--- src/rtl/modexp_arbiter.sv ---
// Round-robin arbiter sharing one modexp engine between NREQ requesters.
// Define MODEXP_ARB_WDOG_EN to add an engine watchdog (WDOG_CYCLES) that returns rsp_err on timeout.
module modexp_arbiter #(
  parameter int NREQ        = 4,
  parameter int WIDTH       = 32,
  parameter int IDW         = 2,
  parameter int WDOG_CYCLES = 256
) (
  input  logic                  clk,
  input  logic                  rst,
  input  logic [NREQ-1:0]       req_valid,
  output logic [NREQ-1:0]       req_ready,
  input  logic [NREQ*WIDTH-1:0] req_base,
  input  logic [NREQ*WIDTH-1:0] req_exp,
  output logic                  rsp_valid,
  input  logic                  rsp_ready,
  output logic [IDW-1:0]        rsp_id,
  output logic [WIDTH-1:0]      rsp_result,
  output logic                  rsp_err,
  output logic                  eng_rst,
  output logic                  eng_start,
  output logic [WIDTH-1:0]      eng_base,
  output logic [WIDTH-1:0]      eng_exp,
  input  logic                  eng_done,
  input  logic [WIDTH-1:0]      eng_result,
  output logic                  busy
);

  localparam int IW = (NREQ > 1) ? $clog2(NREQ) : 1;

  if (((1 << IDW) < NREQ) || (WDOG_CYCLES < 1)) begin : g_bad_params
    $error("modexp_arbiter: need 2**IDW >= NREQ and WDOG_CYCLES >= 1");
  end

  typedef enum logic [2:0] {IDLE, ISSUE, WAIT, RESP, DRAIN} state_e;

  state_e               state_q, state_d;
  logic [IW-1:0]        last_grant_q, last_grant_d;
  logic [WIDTH-1:0]     base_q, base_d, exp_q, exp_d;
  logic [IDW-1:0]       id_q, id_d;
  logic                 rsp_valid_q, rsp_valid_d;
  logic [WIDTH-1:0]     rsp_result_q, rsp_result_d;
  logic [NREQ-1:0]      req_ready_c;
  logic                 eng_start_c;
  logic                 grant_vld;
  logic [IW-1:0]        grant_idx;

  logic [NREQ-1:0][WIDTH-1:0] base_arr, exp_arr;
  assign base_arr = req_base;
  assign exp_arr  = req_exp;

`ifdef MODEXP_ARB_WDOG_EN
  localparam int CW = $clog2(WDOG_CYCLES + 1);
  logic [CW-1:0] wdog_cnt_q, wdog_cnt_d;
  logic          wdog_rst_q, wdog_rst_d;
  logic          rsp_err_q, rsp_err_d;
`endif

  // Search starts just past the last grant so a continuously-valid requester cannot starve others.
  always_comb begin
    int k;
    k         = 0;
    grant_vld = 1'b0;
    grant_idx = '0;
    for (int i = 0; i < NREQ; i++) begin
      k = int'(last_grant_q) + 1 + i;
      if (k >= NREQ) k = k - NREQ;
      if (!grant_vld && req_valid[IW'(k)]) begin
        grant_vld = 1'b1;
        grant_idx = IW'(k);
      end
    end
  end

  always_comb begin
    state_d      = state_q;
    last_grant_d = last_grant_q;
    base_d       = base_q;
    exp_d        = exp_q;
    id_d         = id_q;
    rsp_valid_d  = rsp_valid_q;
    rsp_result_d = rsp_result_q;
    req_ready_c  = '0;
    eng_start_c  = 1'b0;
`ifdef MODEXP_ARB_WDOG_EN
    wdog_cnt_d   = wdog_cnt_q;
    wdog_rst_d   = 1'b0;
    rsp_err_d    = rsp_err_q;
`endif
    case (state_q)
      IDLE: if (grant_vld) begin
        req_ready_c[grant_idx] = 1'b1;
        base_d       = base_arr[grant_idx];
        exp_d        = exp_arr[grant_idx];
        id_d         = IDW'(grant_idx);
        last_grant_d = grant_idx;
        state_d      = ISSUE;
      end
      ISSUE: begin
        eng_start_c = 1'b1;
`ifdef MODEXP_ARB_WDOG_EN
        wdog_cnt_d  = '0;
`endif
        state_d     = WAIT;
      end
      WAIT: begin
        if (eng_done) begin
          rsp_result_d = eng_result;
          rsp_valid_d  = 1'b1;
`ifdef MODEXP_ARB_WDOG_EN
          rsp_err_d    = 1'b0;
`endif
          state_d      = RESP;
        end
`ifdef MODEXP_ARB_WDOG_EN
        // Count reaching WDOG_CYCLES on this cycle: abandon the job and kick the engine.
        else if (wdog_cnt_q == CW'(WDOG_CYCLES - 1)) begin
          rsp_result_d = '0;
          rsp_err_d    = 1'b1;
          rsp_valid_d  = 1'b1;
          wdog_rst_d   = 1'b1;
          state_d      = RESP;
        end else begin
          wdog_cnt_d   = wdog_cnt_q + 1'b1;
        end
`endif
      end
      RESP: if (rsp_ready) begin
        rsp_valid_d = 1'b0;
        state_d     = DRAIN;
      end
      // Stale done must drop before the next start can be issued.
      DRAIN: if (!eng_done) state_d = IDLE;
      default: state_d = IDLE;
    endcase
  end

  always_ff @(posedge clk) begin
    if (rst) begin
      state_q      <= IDLE;
      last_grant_q <= IW'(NREQ - 1);
      base_q       <= '0;
      exp_q        <= '0;
      id_q         <= '0;
      rsp_valid_q  <= 1'b0;
      rsp_result_q <= '0;
`ifdef MODEXP_ARB_WDOG_EN
      wdog_cnt_q   <= '0;
      wdog_rst_q   <= 1'b0;
      rsp_err_q    <= 1'b0;
`endif
    end else begin
      state_q      <= state_d;
      last_grant_q <= last_grant_d;
      base_q       <= base_d;
      exp_q        <= exp_d;
      id_q         <= id_d;
      rsp_valid_q  <= rsp_valid_d;
      rsp_result_q <= rsp_result_d;
`ifdef MODEXP_ARB_WDOG_EN
      wdog_cnt_q   <= wdog_cnt_d;
      wdog_rst_q   <= wdog_rst_d;
      rsp_err_q    <= rsp_err_d;
`endif
    end
  end

  // Handshake outputs are masked during reset so nothing is granted or started while rst is high.
  assign req_ready  = rst ? '0 : req_ready_c;
  assign eng_start  = eng_start_c & ~rst;
  assign rsp_valid  = rsp_valid_q & ~rst;
  assign busy       = (state_q != IDLE) & ~rst;
  assign rsp_id     = id_q;
  assign rsp_result = rsp_result_q;
  assign eng_base   = base_q;
  assign eng_exp    = exp_q;
`ifdef MODEXP_ARB_WDOG_EN
  assign rsp_err    = rsp_err_q;
  assign eng_rst    = rst | wdog_rst_q;
`else
  assign rsp_err    = 1'b0;
  assign eng_rst    = rst;
`endif

endmodule

--- config.mk ---
export PLATFORM = sky130hd
export DESIGN_NAME = modexp_arbiter
export DESIGN_NICKNAME = d
export VERILOG_FILES = /design/src/rtl/modexp_arbiter.sv
export SDC_FILE = /design/constraint.sdc
export NUM_CORES = 1
export LEC_CHECK = 0
export BUFFER_PORTS_ARGS = -buffer_cell sky130_fd_sc_hd__buf_2
export CORE_AREA = 2 2 156 158
export CTS_CLUSTER_SIZE = 10
export DETAILED_ROUTE_END_ITERATION = 16
export DIE_AREA = 0 0 158 160
export GPL_TIMING_DRIVEN = 0
export HOLD_SLACK_MARGIN = 0.05
export PLACE_DENSITY = 0.59
export SKIP_LAST_GASP = 1
export SYNTH_ARGS = -nofsm -noshare
export SYNTH_HDL_FRONTEND = slang
export SYNTH_SLANG_ARGS = --single-unit
--- constraint.sdc ---
create_clock -name clk -period 4.9 [get_ports clk]
set_input_delay 0 -clock clk [delete_from_list [all_inputs] [get_ports clk]]
set_output_delay 0 -clock clk [all_outputs]
set_load 0.01 [all_outputs]
==> qor.csv, run 1 <==
metric;value;unit
synth_area;5310;um2
syn_to_final_growth;81.9;%
clk_latency;360;ps
end_kind;flip-flop;
grt_util_all_layers;19.7;%
arrival;3090;ps
cts_num_sinks;104;
power_frac_seq;33.6;%
grt.overflow.total;0;
die-area;25300;um2
die_w;158;um
vias;7300;
route.detailed.drc;0;
synth_cell_types;41;
finalSetupTns;0;ps
syn_nets;937;
clock_power_share;24.1;%
multi_input_area;2860;um2
crit_slowest_cell;dlygate4sd3_1;
max_stage_delay;570;ps
rsz0062_at_grt;no;
fill_cells;2491;
cp_cell_sequence;nor3_2 -> nand2_4 -> nor3_4 -> clkbuf_1 -> nand3_1 -> o2111ai_1 -> dlygate4sd3_1;
start_kind;flip-flop;
seq_area_frac_synth;39.2;%
place_hpwl;18.9;mm
antenna_left;0;
intPower;2110;uW
fp-row-count;57;
critPathBufInv;2;
async_flop_share;0;%
drv_cap;0;
irDropWorstVdd;0.146;mV
ys.flop_type;dfxtp_1;
place_area;7720;um2
p_per_area;339;nW/um2
ys_seq_elements;104;
p_leak;0.00468;uW
p_sw;1170;uW
combPwrFrac;42.4;%
grt_max_degree;19;
reg2regPathDepth;7;
final_nets;1511;
clockBufferDepth;2;
synth_edf_count;0;
synth_top_area_share;39.2;%
yosysWarnings;0;
core_area;23800;um2
drive_above_1_share;38.1;%
port_buffers;401;
fmax;0.359;GHz
synth_area_leaders;dfxtp_1 39%, nand3_1 12%, mux2i_1 12%, o2111ai_1 11%, nand2_1 9.3%;
start_util;22.3;%
run_status;finished, final reports clean;
hold_depth;5;
critPathKind;flip-flop to flip-flop;
avgSynthCellArea;8.29;um2
worst-path-stages;7;
path_max_fanout;10;
p_total;3280;uW
finalCriticalPeriod;2790;ps
grt_pass1_vias;7338;
grt_pass1_wl;38.7;mm
numCtsBuffers;9;
maxSlewViolCount;0;
worst-slew-pin-transition;616;ps
drt-total-wl;26.3;mm
synthCells;641;
crit_family;simple AND/OR/NAND/NOR gates;
design_area;9660;um2
cts_tree;done;
slew_headroom;58.3;%
yosysTopAreaCell;dfxtp_1;
finClkSkew;11.6;ps
first_pass_iters;5;
viasPerCell;4.72;
hold_viol;0;
top_level_ports;403;
seq_area;2080;um2
cp.required;5200;ps
setup_viol;0;
htree_levels;3;
die_h;160;um
cts_setup_buffers;0;
drtIter0Drc;545;
hold_class;primary input to flip-flop;
period_share;56.9;%
clkSlewWorstSetupHoldPaths;80;ps
gp_congestion;0.874;
ctsRootBufferMaster;clkbuf_16;
antenna_found_initial;2;
swShare;35.7;%
routedWlPerCell;17.0;um
## registers in the layout (all words and copies together), names as in the netlist
register      count
eng_base         32
eng_exp          32
rsp_result       32
state_q           3
last_grant_q      2
rsp_id            2
rsp_valid_q       1
## per-stage QoR
step	std cells	hold WS (ps)	util, %	setup WS, ps
CTS	1544	241	40.5	2110
floorplan	641	91.8	-	3280
detailed placement	1366	246	32.4	2650
global placement	1366	241	32.4	2630
finish	1546	262	40.6	2110
global route	1545	304	40.6	1870
## cells in the mapped netlist (2+ instances only)
cell type and n:
o2111ai_1 64, buf_4 3, buf_2 23, nor2b_1 3, a21oi_1 35, nand3_1 129
nor3_1 3, dfxtp_1 104, nor2_1 16, nand2b_1 2, buf_6 12, nand2_1 131
clkbuf_1 24, mux2i_1 64, o21ai_0 2
## tightest hold or removal path: cells and delay by family
kind | cells | cell delay (ps)
buffers and inverters | 1 | 140
AO/OA/AOI/OAI | 1 | 150
AND/OR/NAND/NOR | 3 | 280
## kinds of logic after synthesis
logic type      after synthesis  synth area share [%]
compound gates              113                  16.0
flops                       104                  39.2
buf+inv                      63                  6.90
mux                          64                  12.1
other cells                   1                0.0706
simple gates                296                  25.7
## power by group through the flow
stage               clock network, uW  registers (uW)  logic, uW
floorplan                           0            1190        552
global placement                    0            1110       1120
detailed placement                  0            1120       1130
CTS                               821            1100       1380
global route                      845            1120       1500
finish                            788            1100       1390
## cells in the final DEF, fill, tap and decap left out, types with 2 or more instances in the layout
| cell type | n |
|---|---|
| nand2_1 | 131 |
| diode_2 | 2 |
| clkbuf_1 | 24 |
| nor3_1 | 3 |
| dlygate4sd3_1 | 162 |
| buf_6 | 12 |
| o21ai_0 | 2 |
| dfxtp_1 | 104 |
| buf_4 | 3 |
| a21oi_1 | 35 |
| nand2b_1 | 2 |
| inv_6 | 2 |
| o2111ai_1 | 64 |
| nor2b_1 | 3 |
| buf_2 | 424 |
| nand3_1 | 129 |
| clkbuf_16 | 9 |
| mux2i_1 | 64 |
| nor2_1 | 16 |
## final cells by class
type	count	share of cell area, %
multi-input cells	474	29.6
diodes	2	0.0518
well taps	324	4.20
flip-flops and latches	104	21.5
plain buffers	63	3.79
clock buffers	10	2.47
repair buffers	563	37.6
clock inverters	6	0.751
## layer usage
| layer | vias up | share of wire, % | global-route usage [%] |
|---|---|---|---|
| met1 | 3423 | 41 | 23.8 |
| met5 | - | 0 | 0 |
| li1 | 3494 | - | - |
| met4 | 0 | 2.1 | 6.59 |
| met3 | 41 | 7.6 | 4.15 |
| met2 | 342 | 49 | 34.3 |
## worst paths after layout
path | slack (ps) | start | end
max | 2110 | state_q[1] | eng_exp[13]
min | 260 | req_valid[1] | rsp_id[1]
min reg2reg | 450 | rsp_result[23] | rsp_result[23]
max reg2reg | 2110 | state_q[1] | eng_exp[13]
## repair_timing
| item | 4_1_cts | 5_1_grt |
|---|---|---|
| endpoints found under the hold margin | 100 | 0 |
| resized for setup | 0 | 0 |
| hold buffers | 162 | 0 |
No activity file was read; power rests on OpenSTA's default activity.
==> inputs of run 2 (changes only) <==
Settings changed: ABC_AREA from default to 1, CORE_AREA 2 2 156 158 to 2 2 155 157, DIE_AREA 0 0 158 160 to 0 0 157 159, PLACE_DENSITY 0.59 to 0.7.
Clock period 4.9 ns to 2.41 ns, I/O delays scaled along.
==> run 2 against run 1 <==
Compared with the run above: final cell count is 37% higher; first-iteration DRC count is 35% higher; via count is 38% higher; synthesized cell count is 84% higher; fmax is 23% higher; wire length is 27% higher; highest routed layer unchanged; critical path depth is 8 higher; total power grew to 4.8 times the previous value; sequential cell count stayed put.
==> qor.csv, run 2 <==
metric;value;unit
run_status;finished, final reports clean;
final_common_cell;buf_2;
startpoint;last_grant_q[0];
max_stage_delay;370;ps
synth_area_leaders;dfxtp_1 30%, nand2_1 15%, nand3_1 10%, inv_1 10%, nor2_1 9.1%;
maxSlewViolCount;0;
syn_to_final_growth;69.5;%
synth_area;7040;um2
irDropWorstVdd;0.564;mV
grt.overflow.total;0;
most-common-layout-cells;422 x buf_2, 287 x nand2_1, 208 x dlygate4sd3_1;
yosysWarnings;0;
die_h;159;um
reg2regPathDepth;15;
antenna_left;0;
start_kind;flip-flop;
htree_levels;3;
synthCells;1177;
worst-slew-pin-transition;790;ps
gr-usage-met3;5.58;%
grt_util_all_layers;25.7;%
place_area;9440;um2
min-delay-start;req_exp[75];
slew_headroom;47.4;%
finClkSkew;14.9;ps
fill_cells;2201;
first_pass_iters;7;
timing.rr.start;last_grant_q[0];
grt_pass1_wl;50.4;mm
place_hpwl;23.0;mm
drive_above_1_share;30.0;%
gr-usage-met1;29.8;%
yosys-top-cells-count;288 x nand2_1, 190 x inv_1, 170 x nor2_1, 144 x nand3_1, 104 x dfxtp_1;
syn_nets;1473;
fp-row-count;56;
core_area;23200;um2
r2r_slack;140;ps
design_area;11900;um2
setup_viol;0;
crit_slowest_cell;dfxtp_4;
path_max_fanout;19;
grt_pass1_vias;9842;
clk_latency;360;ps
hold_class;primary input to flip-flop;
antenna_found_initial;0;
synth.most_common_cell;nand2_1;
top_level_ports;403;
synth_edf_count;0;
grt_util_met2;43.7;%
clockBufferDepth;2;
fmax;0.441;GHz
period_share;94.1;%
vias;10100;
hold_viol;0;
ys_seq_elements;104;
cts_tree;done;
port_buffers;401;
p_per_area;1330;nW/um2
ctsRootBufferMaster;clkbuf_16;
async_flop_share;0;%
ys.flop_type;dfxtp_1;
critPathKind;flip-flop to flip-flop;
crit_end;eng_exp[21];
reg2reg_to;eng_exp[21];
final_nets;2094;
top_usage_layer;met2;
avgSynthCellArea;5.98;um2
cts_num_sinks;104;
die-area;25000;um2
cp_cell_sequence;buf_8 -> nand2_1 -> nand2_2 -> nand2_4 -> nand2_4 -> nor2_8 -> buf_4 -> nand3_2 -> nand3_2 -> buf_6 -> clkbuf_4 -> nand2_1 -> nand3_1 -> nand2_1 -> nor2_1;
yosysTopAreaCell;dfxtp_1;
gp_congestion;0.951;
finalCriticalPeriod;2270;ps
cp_common_cell;nand2_1;
rsz0062_at_grt;yes;
start_util;30.3;%
routedWlPerCell;15.7;um
route.detailed.drc;0;
numCtsBuffers;9;
drv_cap;0;
clkSlewWorstSetupHoldPaths;90;ps
postLayoutCoreUtil;51.4;%
seq_area_frac_synth;29.6;%
drt-total-wl;33.3;mm
p_leak;0.00657;uW
synth_cell_types;32;
cp.required;2710;ps
synth_top_area_share;29.6;%
drtIter0Drc;738;
end_kind;flip-flop;
viasPerCell;4.75;
die_w;157;um
arrival;2560;ps
grt_max_degree;26;
[run 2: changes by cell type after synthesis, moves of 15 or more]
cell / change
a21oi_1: +36
nor2_1: +154
nand2_1: +157
o2111ai_1: -64
nand4_1: +29
nand3_2: +25
mux2i_1: -64
o21ai_0: +33
buf_4: +22
inv_1: +190
nand3_1: +15
[run 2: worst min-delay path by stage]
stage / endpoint / slack [ps] / cells after the start
global route: eng_exp[5] / 70 / 7
CTS: eng_exp[24] / 50 / 7
floorplan: eng_rst / 90 / 1
detailed placement: eng_exp[0] / 240 / 3
finish: eng_exp[11] / 70 / 7
global placement: eng_exp[25] / 240 / 3
[run 2: where the power goes]
group | internal (uW) | leakage (uW) | switching, uW
clock | 748 | 0.000151 | 819
combinational | 4160 | 0.00556 | 7460
sequential | 2330 | 0.000859 | 331
[run 2: what timing repair did]
item	CTS	global route
hold endpoints to repair	90	0
setup endpoints to repair	4	27
pin swaps	3	6
resized for setup	8	18
hold buffers	208	0
buffers inserted	1	4
[run 2: area by class of cell]
type	instances	area, um2	area share, %
clock buffers	9	225	1.89
multi-input cells	796	3730	31.3
inverters	197	759	6.37
flip-flops and latches	104	2090	17.5
plain buffers	76	507	4.25
clock inverters	7	86.3	0.724
repair buffers	614	4130	34.6
diodes	2	5.00	0.0420
well taps	319	399	3.35
[run 2: critical path, delay by kind of cell (launching register included)]
kind,cells,cell delay [ps]
buffers and inverters,4,770
DFF,1,370
and+or+nand+nor,11,1030
[run 2: metal layers]
metal	up-vias	part of all wire, %	routed length, um
li1	4872	-	-
met1	4486	40	13200
met2	600	47	15600
met3	141	8.1	2700
met4	0	5.3	1760
met5	-	0	0
[run 2: metrics by stage]
step	setup WS [ps]	hold slack, ps	instances	TNS [ps]	power (uW)
6_report	142	68.2	2124	0	15800
5_1_grt	-30.5	74.0	2122	-105	17300
4_1_cts	7.98	50.2	2118	0	15500
3_5_place_dp	114	244	1897	0	13700
3_3_place_gp	122	236	1897	0	13600
2_1_floorplan	583	91.8	1177	0	10300
[run 2: logic make-up (layout without fill, tap and decap cells)]
| logic type | Yosys count | count (layout) | synth area share, % |
|---|---|---|---|
| buf+inv | 277 | 903 | 17.7 |
| other cells | 1 | 3 | 0.0533 |
| compound gates | 112 | 112 | 8.20 |
| simple gates | 683 | 683 | 44.4 |
| flops | 104 | 104 | 29.6 |
==> inputs of run 3 (changes only) <==
Settings changed: CORE_AREA 2 2 155 157 to default, CORE_ASPECT_RATIO from default to 0.8, CORE_UTILIZATION from default to 30, DIE_AREA 0 0 157 159 to default, PLACE_DENSITY 0.7 to 0.69.
==> run 3 against run 2 <==
Compared with the run above: die area shrank 3.6%; non-clock buffer count increased by 1; total power is 1.6% higher; clock skew shrank 4.0 ps; final cell count is 0.66% lower; global-route usage rose by 3.3 points; first-iteration DRC count shrank 2.3%; utilization is 0.92 points higher; via count grew 2.4%; sequential share of layout area is essentially flat; fmax fell by 1.6%; worst setup slack got worse by 36 ps; highest routed layer unchanged.
==> qor.csv, run 3 (synthesis gave the netlist of run 2 again) <==
metric;value;unit
run_status;finished, final reports clean;
min-delay-start;req_base[86];
seq_area;2090;um2
setup_viol;0;
worst-slew-pin-transition;835;ps
drtIter0Drc;721;
grt_pass1_vias;10300;
cp_cell_sequence;buf_8 -> nand2_1 -> nand2_2 -> nand2_2 -> nand2_4 -> nor2_8 -> nand2_4 -> nor2_4 -> inv_2 -> nand2_8 -> nor2_8 -> buf_6 -> buf_6 -> nand2_1 -> a21oi_1 -> nor2_1;
final_cells;2110;
multi_input_area;3750;um2
combPwrFrac;74.1;%
clkSlewWorstSetupHoldPaths;80;ps
start_kind;flip-flop;
antenna_left;0;
most-common-layout-cells;422 x buf_2, 288 x nand2_1, 206 x dlygate4sd3_1;
finalCriticalPeriod;2300;ps
grt_pass1_wl;54.6;mm
top_level_ports;403;
routedWlPerCell;16.6;um
drv_cap;0;
gp_congestion;0.929;
grt_util_all_layers;29.0;%
place_hpwl;23.3;mm
crit_slowest_cell;dfxtp_4;
irDropWorstVdd;0.854;mV
die-area;24100;um2
finClkSkew;11.0;ps
port_buffers;401;
slew_headroom;44.3;%
hold_viol;0;
numCtsBuffers;9;
placed_cells;1884;
clock_power_share;9.4;%
arrival;2550;ps
fmax;0.434;GHz
fill_cells;2209;
viasPerCell;4.90;
final_nets;2096;
final_common_cell;buf_2;
drive_above_1_share;30.4;%
syn_to_final_growth;69.2;%
hold_class;primary input to flip-flop;
path_max_fanout;10;
clk_latency;360;ps
n_antenna_cell;0;
cts_num_sinks;104;
swShare;54.6;%
clockBufferDepth;2;
power_frac_seq;16.5;%
grt.overflow.total;0;
max_stage_delay;380;ps
end_kind;flip-flop;
core_area;22700;um2
p_sw;8800;uW
die_w;173;um
cts_tree;done;
maxSlewViolCount;0;
cp.required;2650;ps
place_area;9430;um2
first_pass_iters;6;
period_share;95.6;%
grt_max_degree;20;
startpoint;last_grant_q[0];
vias;10300;
design_area;11900;um2
p_per_area;1350;nW/um2
timing.rr.start;last_grant_q[0];
htree_levels;3;
route.detailed.drc;0;
start_util;30.9;%
intPower;7300;uW
fp-row-count;49;
ctsRootBufferMaster;clkbuf_16;
drt-total-wl;34.9;mm
antenna_found_initial;0;
p_leak;0.00657;uW
die_h;139;um
critPathKind;flip-flop to flip-flop;
-- run 3: cell types whose count changed in the layout (fill, tap and decap cells not counted), sizes merged --
| cell | delta |
|---|---|
| buf | +2 |
| dlygate4sd3 | -2 |
| nor2 | +1 |
| clkinv | -3 |
| clkbuf | +1 |
| diode | -2 |
| inv | +2 |
-- run 3: power by group through the flow --
stage / combinational (uW) / sequential [uW] / clock, uW
floorplan: 7360 / 2890 / 0
global placement: 10900 / 2650 / 0
detailed placement: 11100 / 2670 / 0
CTS: 11500 / 2640 / 1560
global route: 13200 / 2720 / 1610
finish: 11900 / 2660 / 1510
-- run 3: critical path, delay by kind of cell, from the launching register on --
kind            cells  cell delay (ps)
buf+inv             4              570
compound gates      1              170
simple gates       11             1060
flops               1              380
-- run 3: path summary, 6_finish.rpt --
path	depth (start not counted)	slack (ps)	end
setup / recovery	16	110	eng_exp[30]
hold / removal	7	50	eng_base[22]
setup reg to reg	16	110	eng_exp[30]
hold reg to reg	2	450	rsp_result[9]
-- run 3: layout make-up --
class / instances / area share, %
Sequential cell: 104 / 17.5
Timing Repair Buffer: 615 / 34.7
Clock inverter: 6 / 0.525
Buffer: 76 / 4.23
Inverter: 197 / 6.36
Multi-Input combinational cell: 797 / 31.5
Clock buffer: 9 / 1.89
Tap cell: 306 / 3.22
-- run 3: layer usage --
layer  part of all wire (%)  vias to the layer above  track usage (%)
li1                       -                     4877                -
met1                     40                     4623             34.0
met2                     46                      672             48.4
met3                    9.2                      170             8.58
met4                    5.1                        0             14.1
met5                      0                        -                0
-- run 3: through the flow --
step	utilization, %	worst slack, ps	total power (uW)	setup TNS [ps]	hold WS, ps
detailed placement	41.4	110	13800	0	245
finish	52.3	106	16100	0	53.5
global placement	41.4	120	13600	0	240
floorplan	-	583	10300	0	91.8
CTS	51.9	-12.3	15600	-12.3	50.2
global route	52.3	-5.01	17600	-5.01	78.2
-- run 3: repair_timing --
action | 4_1_cts | 5_1_grt
endpoints found under the setup margin | 4 | 36
endpoints found under the hold margin | 90 | 0
hold buffers | 206 | 0
resized for setup | 7 | 20
gates cloned | 0 | 1
pin swaps | 1 | 3
buffers inserted | 3 | 5
